`src/rtl/spi_mem_pkg.sv`:
```
// Shared definitions for the SPI memory-access link (master and responder).
//   CMD_WR / CMD_RD : value of the leading command bit of every frame
//   *_DEF           : default address/data widths and memory depth
//   state_e         : master FSM states
package spi_mem_pkg;

    localparam logic CMD_WR = 1'b1;
    localparam logic CMD_RD = 1'b0;

    localparam int ADDR_W_DEF    = 6;
    localparam int DATA_W_DEF    = 28;
    localparam int MEM_DEPTH_DEF = 48;

    typedef enum logic [2:0] {
        ST_IDLE,
        ST_SETUP,
        ST_CMD_ADDR,
        ST_TURN,
        ST_DATA,
        ST_HOLD,
        ST_GAP
    } state_e;

endpackage

```
`src/rtl/spi_mem_master_clk_gen.sv`:
```
// SCLK divider: SCLK toggles every HALF_DIV cycles while enabled.
//   clk_i, rst_ni  : clock, asynchronous active-low reset
//   en_i           : run the divider
//   restart_i      : synchronous restart (counter cleared, SCLK low)
//   sclk_o         : serial clock, idle low
//   rise_tick_o    : high in the cycle whose closing edge raises SCLK
//   fall_tick_o    : high in the cycle whose closing edge lowers SCLK
module spi_clk_gen #(
    parameter int HALF_DIV = 2
) (
    input  logic clk_i,
    input  logic rst_ni,
    input  logic en_i,
    input  logic restart_i,
    output logic sclk_o,
    output logic rise_tick_o,
    output logic fall_tick_o
);

    localparam int CNT_W = (HALF_DIV > 1) ? $clog2(HALF_DIV) : 1;

    logic [CNT_W-1:0] cnt_q, cnt_d;
    logic             sclk_q, sclk_d;
    logic             tc;

    assign tc = (cnt_q == CNT_W'(HALF_DIV - 1));

    // Counter reloads on every SCLK edge so each half-period is exactly HALF_DIV.
    always_comb begin
        cnt_d  = cnt_q;
        sclk_d = sclk_q;
        if (restart_i) begin
            cnt_d  = '0;
            sclk_d = 1'b0;
        end else if (en_i) begin
            if (tc) begin
                cnt_d  = '0;
                sclk_d = ~sclk_q;
            end else begin
                cnt_d = cnt_q + CNT_W'(1);
            end
        end
    end

    always_ff @(posedge clk_i or negedge rst_ni) begin
        if (!rst_ni) begin
            cnt_q  <= '0;
            sclk_q <= 1'b0;
        end else begin
            cnt_q  <= cnt_d;
            sclk_q <= sclk_d;
        end
    end

    assign sclk_o      = sclk_q;
    assign rise_tick_o = en_i && !restart_i && tc && !sclk_q;
    assign fall_tick_o = en_i && !restart_i && tc &&  sclk_q;

endmodule

```
`src/rtl/spi_mem_master.sv`:
```
// SPI initiator for single-word reads/writes into the board's shared memory.
// Mode 0, MSB first. Frame: cmd bit, address, (reads: turnaround), data.
//   iCLK, iRSTn     : clock, asynchronous active-low reset
//   iCLR            : synchronous clear (keeps oRDATA), beats iSTART
//   iSTART/iWR/iADDR/iWDATA : request, sampled only while idle
//   oBUSY           : frame or inter-frame CS gap in progress
//   oDONE           : one-cycle completion pulse
//   oRDATA          : last read result, updated with oDONE
//   oERR            : one-cycle pulse for an out-of-range address
//   SCLK/MOSI/MISO/CS : serial link, CS active-low
module spi_mem_master #(
    parameter int HALF_DIV  = 2,
    parameter int TURN_BITS = 1,
    parameter int CS_GAP    = 4,
    parameter int ADDR_W    = spi_mem_pkg::ADDR_W_DEF,
    parameter int DATA_W    = spi_mem_pkg::DATA_W_DEF,
    parameter int MEM_DEPTH = spi_mem_pkg::MEM_DEPTH_DEF
) (
    input  logic              iCLK,
    input  logic              iRSTn,
    input  logic              iCLR,
    input  logic              iSTART,
    input  logic              iWR,
    input  logic [ADDR_W-1:0] iADDR,
    input  logic [DATA_W-1:0] iWDATA,
    output logic              oBUSY,
    output logic              oDONE,
    output logic [DATA_W-1:0] oRDATA,
    output logic              oERR,
    output logic              SCLK,
    output logic              MOSI,
    input  logic              MISO,
    output logic              CS
);

    import spi_mem_pkg::*;

    localparam int FRAME_W  = 1 + ADDR_W + DATA_W;
    localparam int BIT_W    = $clog2(FRAME_W + TURN_BITS + 1);
    localparam int WAIT_MAX = (HALF_DIV > CS_GAP) ? HALF_DIV : CS_GAP;
    localparam int WAIT_W   = $clog2(WAIT_MAX + 1);
    localparam logic [ADDR_W:0] DEPTH_C = (ADDR_W + 1)'(MEM_DEPTH);

    state_e              state_q;
    logic [FRAME_W-1:0]  tx_q;
    logic [DATA_W-1:0]   rx_q;
    logic [DATA_W-1:0]   rdata_q;
    logic                wr_q;
    logic [BIT_W-1:0]    bit_q;
    logic [WAIT_W-1:0]   wait_q;
    logic                cs_q, mosi_q, busy_q, done_q, err_q;

    logic shifting, clk_restart, rise_tick, fall_tick;

    assign shifting    = (state_q == ST_CMD_ADDR) || (state_q == ST_TURN) ||
                         (state_q == ST_DATA);
    assign clk_restart = iCLR || !shifting;

    spi_clk_gen #(
        .HALF_DIV (HALF_DIV)
    ) u_clk_gen (
        .clk_i       (iCLK),
        .rst_ni      (iRSTn),
        .en_i        (shifting),
        .restart_i   (clk_restart),
        .sclk_o      (SCLK),
        .rise_tick_o (rise_tick),
        .fall_tick_o (fall_tick)
    );

    always_ff @(posedge iCLK or negedge iRSTn) begin
        if (!iRSTn) begin
            state_q <= ST_IDLE;
            tx_q    <= '0;
            rx_q    <= '0;
            rdata_q <= '0;
            wr_q    <= 1'b0;
            bit_q   <= '0;
            wait_q  <= '0;
            cs_q    <= 1'b1;
            mosi_q  <= 1'b0;
            busy_q  <= 1'b0;
            done_q  <= 1'b0;
            err_q   <= 1'b0;
        end else if (iCLR) begin
            state_q <= ST_IDLE;
            bit_q   <= '0;
            wait_q  <= '0;
            cs_q    <= 1'b1;
            mosi_q  <= 1'b0;
            busy_q  <= 1'b0;
            done_q  <= 1'b0;
            err_q   <= 1'b0;
        end else begin
            done_q <= 1'b0;
            err_q  <= 1'b0;
            case (state_q)
                ST_IDLE: begin
                    if (iSTART) begin
                        if ({1'b0, iADDR} >= DEPTH_C) begin
                            err_q <= 1'b1;
                        end else begin
                            // Read frames carry zeros after the address, so the
                            // same left shift drives MOSI=0 through turn and data.
                            wr_q    <= iWR;
                            tx_q    <= {(iWR ? CMD_WR : CMD_RD), iADDR,
                                        (iWR ? iWDATA : {DATA_W{1'b0}})};
                            busy_q  <= 1'b1;
                            wait_q  <= '0;
                            state_q <= ST_SETUP;
                        end
                    end
                end
                ST_SETUP: begin
                    // CS falls on entry; first SCLK rise follows CS by HALF_DIV
                    // plus one normal low half-period.
                    cs_q   <= 1'b0;
                    mosi_q <= tx_q[FRAME_W-1];
                    wait_q <= wait_q + WAIT_W'(1);
                    if (wait_q == WAIT_W'(HALF_DIV)) begin
                        bit_q   <= '0;
                        state_q <= ST_CMD_ADDR;
                    end
                end
                ST_CMD_ADDR: begin
                    if (fall_tick) begin
                        tx_q   <= tx_q << 1;
                        bit_q  <= bit_q + BIT_W'(1);
                        mosi_q <= tx_q[FRAME_W-2];
                        if (bit_q == BIT_W'(ADDR_W)) begin
                            bit_q <= '0;
                            if (!wr_q && (TURN_BITS > 0)) begin
                                mosi_q  <= 1'b0;
                                state_q <= ST_TURN;
                            end else begin
                                state_q <= ST_DATA;
                            end
                        end
                    end
                end
                ST_TURN: begin
                    if (fall_tick) begin
                        bit_q  <= bit_q + BIT_W'(1);
                        mosi_q <= 1'b0;
                        if (bit_q == BIT_W'(TURN_BITS - 1)) begin
                            bit_q   <= '0;
                            mosi_q  <= tx_q[FRAME_W-1];
                            state_q <= ST_DATA;
                        end
                    end
                end
                ST_DATA: begin
                    if (rise_tick && !wr_q) begin
                        rx_q <= {rx_q[DATA_W-2:0], MISO};
                    end
                    if (fall_tick) begin
                        tx_q   <= tx_q << 1;
                        bit_q  <= bit_q + BIT_W'(1);
                        mosi_q <= tx_q[FRAME_W-2];
                        if (bit_q == BIT_W'(DATA_W - 1)) begin
                            wait_q  <= '0;
                            state_q <= ST_HOLD;
                        end
                    end
                end
                ST_HOLD: begin
                    wait_q <= wait_q + WAIT_W'(1);
                    if (wait_q == WAIT_W'(HALF_DIV - 1)) begin
                        cs_q    <= 1'b1;
                        done_q  <= 1'b1;
                        if (!wr_q) begin
                            rdata_q <= rx_q;
                        end
                        wait_q  <= '0;
                        state_q <= ST_GAP;
                    end
                end
                ST_GAP: begin
                    wait_q <= wait_q + WAIT_W'(1);
                    if (wait_q == WAIT_W'(CS_GAP - 1)) begin
                        busy_q  <= 1'b0;
                        state_q <= ST_IDLE;
                    end
                end
                default: state_q <= ST_IDLE;
            endcase
        end
    end

    assign oBUSY  = busy_q;
    assign oDONE  = done_q;
    assign oERR   = err_q;
    assign oRDATA = rdata_q;
    assign MOSI   = mosi_q;
    assign CS     = cs_q;

endmodule

```
`config.mk`:
```
export PLATFORM = sky130hd
export DESIGN_NAME = spi_mem_master
export DESIGN_NICKNAME = d
export VERILOG_FILES = /design/src/rtl/spi_mem_pkg.sv /design/src/rtl/spi_mem_master_clk_gen.sv /design/src/rtl/spi_mem_master.sv
export SDC_FILE = /design/constraint.sdc
export NUM_CORES = 1
export LEC_CHECK = 0
export ABC_AREA = 1
export CAP_MARGIN = 30
export CORE_MARGIN = 2
export CORE_UTILIZATION = 40
export DETAILED_ROUTE_END_ITERATION = 12
export PLACE_DENSITY = 0.63
export SLEW_MARGIN = 20
export SYNTH_ARGS = -nofsm -noshare
export SYNTH_HDL_FRONTEND = slang
export SYNTH_SLANG_ARGS = --single-unit
```
`constraint.sdc`:
```
create_clock -name iCLK -period 2.5 [get_ports iCLK]
set_clock_uncertainty 0.15 [all_clocks]
set_input_delay 0.75 -clock iCLK [delete_from_list [all_inputs] [get_ports iCLK]]
set_output_delay 0.75 -clock iCLK [all_outputs]
set_load 0.05 [all_outputs]
```
==> results.txt <==
----------------------------------------------------
[Logic synthesis]
  Post-Synthesis Mean Instance Area ... 8.022 um2
  Post-synth net total ... roughly 700
  Synth Register Bits ... 111
  Post-synthesis cell area ... 5263 um2
  Synth async-reset ratio ... 1.000
  Number of enable flip-flop cells after synthesis ... 0
  Post-synthesis cell count ... 656
  Portion of the post-synthesis area used by sequential elements ... 0.5281
  Main flop type after synthesis ... sky130_fd_sc_hd__dfrtp_1
  Yosys warning count ... 0
  Synth unique cells ... 29

[Clock network]
  Clock tree from TritonCTS ... yes
  Clock transition at the register clock pins on the worst setup and hold paths after CTS ... around 0.080 ns
  Number of clock sinks seen by CTS ... 111
  Clock Root Buffer ... sky130_fd_sc_hd__clkbuf_16
  Clock latency of the later-clocked register in the worst-skew pair ... around 0.36 ns
  TritonCTS buffer count ... 9
  Maximum root-to-sink buffer count ... 2
  Quantity of hold-fixing buffers added after cts ... 0
  H-tree levels ... 3

[Floorplan]
  Boundary pin count ... 74
  Floorplan die area ... between 10000 and 15000 um2
  Core box area ... 12720 um2
  Initial core utilization ... 0.4137
  Number of placement rows ... just over 40
  Overall die width ... approximately 120 um
  Vertical extent of the die ... approximately 120 um

[STA]
  Transition at the pin with the smallest max-transition slack ... slightly above 0.5 ns
  Number of max-slew violations in the final report ... 0
  Final period util ... 0.9806
  Achievable Freq ... between 400 and 500 MHz
  Worst relative slew slack ... 0.6575
  Final-report hold violation count ... 0
  Final setup violating endpoints ... 0
  Setup repair after global routing missed its margin ... false
  Period minus WS final ... 2.451 ns

[Power and ir drop]
  Static power due to leakage ... approximately 3.4 nW
  Highest ir drop seen on vdd ... approximately 0.57 mV
  Total chip power ... 6.376 mW
  Pwr/cell area ... between 900 and 1000 nW/um2

[Finish]
  Fraction of final layout cells sized beyond drive strength 1 ... 0.08772
  Layout-stage area growth over the synthesis result ... 26.30%
  Number of diodes ... 0
  Fill cell total of the finished layout ... 1247
  Core utilization of the finished layout ... 0.5224
  Number of nets in the layout ... a little under 800
  Sequential standard cell area ... 2779 um2
  Most used cells in the layout excluding fill and tap cells ... sky130_fd_sc_hd__nand2_1 (256), sky130_fd_sc_hd__dfrtp_1 (110), sky130_fd_sc_hd__clkdlybuf4s50_1 (65), sky130_fd_sc_hd__o21ai_1 (62), sky130_fd_sc_hd__inv_1 (51)
  Area used by multi-input combinational logic ... 2090 um2
  Most common cell after layout, fill and taps aside ... sky130_fd_sc_hd__nand2_1

[Worst setup path]
  Endpoint kind of the worst setup timing path ... output pin
  Critical path's largest stage delay ... 0.82 ns
  Highest net fanout along the worst path ... 2
  Reg-to-Reg Start ... state_q[0]
  Sum of buffers and inverters on the critical path ... 1
  Register-to-register setup slack ... between 0.3 and 0.4 ns
  Worst path slowest cell ... sky130_fd_sc_hd__clkdlybuf4s50_1
  Length in cells of the worst reg-to-reg path ... 8
  Kind of start point of the critical path ... register
  Series of cell instances along the critical path ... clkdlybuf4s50_1
  Worst reg2reg path endpoint ... oRDATA[9]
  Worst EP arrival ... 1.55 ns
  Worst EP required ... around 1.6 ns
  Type of the worst setup path ... register to output pin
  Dominant delay contributor by cell family on the critical path ... buffers and inverters

[Worst hold path]
  Worst min-delay path class ... input port to async pin

[Global routing]
  Wire length of the first global-routing pass ... between 20000 and 25000 um
  Overall global routing resource usage ... 0.1850
  Maximum number of pins on one net before global-route repair ... approximately 60
  Aggregate global routing overflow ... 0
  Number of antenna violations at the first check in global routing ... 0
  Via count of the first global-routing pass ... between 4000 and 5000

[Detailed routing]
  ANT nets after route ... 0
  Aggregate routed wire length ... 12060 um
  DR vias ... ~4400
  1st-iter DRT viols ... about 270
  Drt via density ... just under 5
  Final routed wire length divided by cell count ... approximately 13 um
  Drc violations ... 0
  Number of search-and-repair iterations in the first detailed-routing pass ... 5

[Job]
  Max-cap violations ... 0

[Status]
  Result of the run ... finished clean

[Placed design]
  Port bufs ... 73
  Final Wtd Congestion ... 0.8599
  Half-perimeter wire length after detailed placement ... between 8000 and 9000 um

----------------------------------------------------
-- per-stage QoR --
step	setup slack, ns	instance area, um2	hold slack, ns	std cells	TNS (ns)
finish	0.04855	6646	0.08224	913	0
global route	0.005131	6646	0.07554	913	0
CTS	0.02229	6636	0.07178	913	0
detailed placement	-0.04141	6312	0.3085	897	-1.071
global placement	-0.01807	6312	0.3035	897	-0.09775
floorplan	0.5972	5263	0.2916	656	0
-- cell usage after synthesis (4+ instances only) --
library cell	n	share of area
sky130_fd_sc_hd__dfrtp_1	110	0.52
sky130_fd_sc_hd__a21oi_1	7	0.0067
sky130_fd_sc_hd__nand2_1	257	0.18
sky130_fd_sc_hd__nor2_1	29	0.021
sky130_fd_sc_hd__o21ai_1	62	0.059
sky130_fd_sc_hd__nand3_1	47	0.045
sky130_fd_sc_hd__nand4_1	5	0.0059
sky130_fd_sc_hd__nor2_2	5	0.0059
sky130_fd_sc_hd__buf_6	4	0.0086
sky130_fd_sc_hd__o21ai_0	17	0.016
sky130_fd_sc_hd__buf_4	7	0.010
sky130_fd_sc_hd__inv_1	51	0.036
sky130_fd_sc_hd__buf_2	20	0.019
sky130_fd_sc_hd__ha_1	7	0.017
sky130_fd_sc_hd__mux2i_1	6	0.011
sky130_fd_sc_hd__xor2_1	4	0.0067
-- how the worst max path moves through the flow --
stage	cells after the start	from	slack, ns	end
2_1_floorplan	8	iCLR	0.60	rx_q[10]
3_5_place_dp	10	iCLR	-0.04	tx_q[31]
6_report	1	oRDATA[21]	0.05	oRDATA[21]
3_3_place_gp	9	iCLR	-0.02	bit_q[3]
4_1_cts	1	oRDATA[27]	0.02	oRDATA[27]
5_1_grt	1	oRDATA[10]	0.005	oRDATA[10]
-- routing by layer --
metal | vias up | track usage | wire length (um)
met1 | 2072 | 0.2448 | 5607
met4 | 0 | 0.05283 | 229
met5 | - | 0 | 0
met3 | 16 | 0.06226 | 683
met2 | 101 | 0.2895 | 5533
li1 | 2221 | - | -
-- cell type report --
class | instances | share of cell area
Clock inverter | 7 | 0.01487
Inverter | 54 | 0.03050
Sequential cell | 111 | 0.4181
Clock buffer | 9 | 0.03389
Timing Repair Buffer | 102 | 0.1559
Tap cell | 172 | 0.03238
Multi-Input combinational cell | 458 | 0.3144
-- logic make-up (layout without fill, tap and decap cells) --
group,Yosys count,count (layout),share of synthesized area
buffers and inverters,87,172,0.07751
xor gates and xnor gates,4,4,0.006656
DFF,111,111,0.5281
and+or+nand+nor,352,352,0.2722
muxes,6,6,0.01141
AOI/OAI and AO/OA,89,89,0.08750
adders and majority gates,7,7,0.01664
-- power breakdown --
group	switching (mW)	total [mW]	internal [mW]
Sequential	0.287	2.51	2.23
Combinational	1.49	2.33	0.840
Clock	0.721	1.53	0.807
Total	2.50	6.38	3.87
-- sequential cells by signal (all words and copies together) (netlist names) --
name              count
wait_q                3
u_clk_gen.cnt_q       1
oRDATA               28
MOSI                  1
rx_q                 28
tx_q                 35
wr_q                  1
u_clk_gen.sclk_o      1
oBUSY                 1
oDONE                 1
bit_q                 6
CS                    1
oERR                  1
state_q               3
-- what timing repair did --
item                                    in CTS  in global routing
endpoints found under the setup margin       0                  4
resized for setup                            0                  4
buffers inserted                             0                  0
Power figures use the tool's default switching activity.
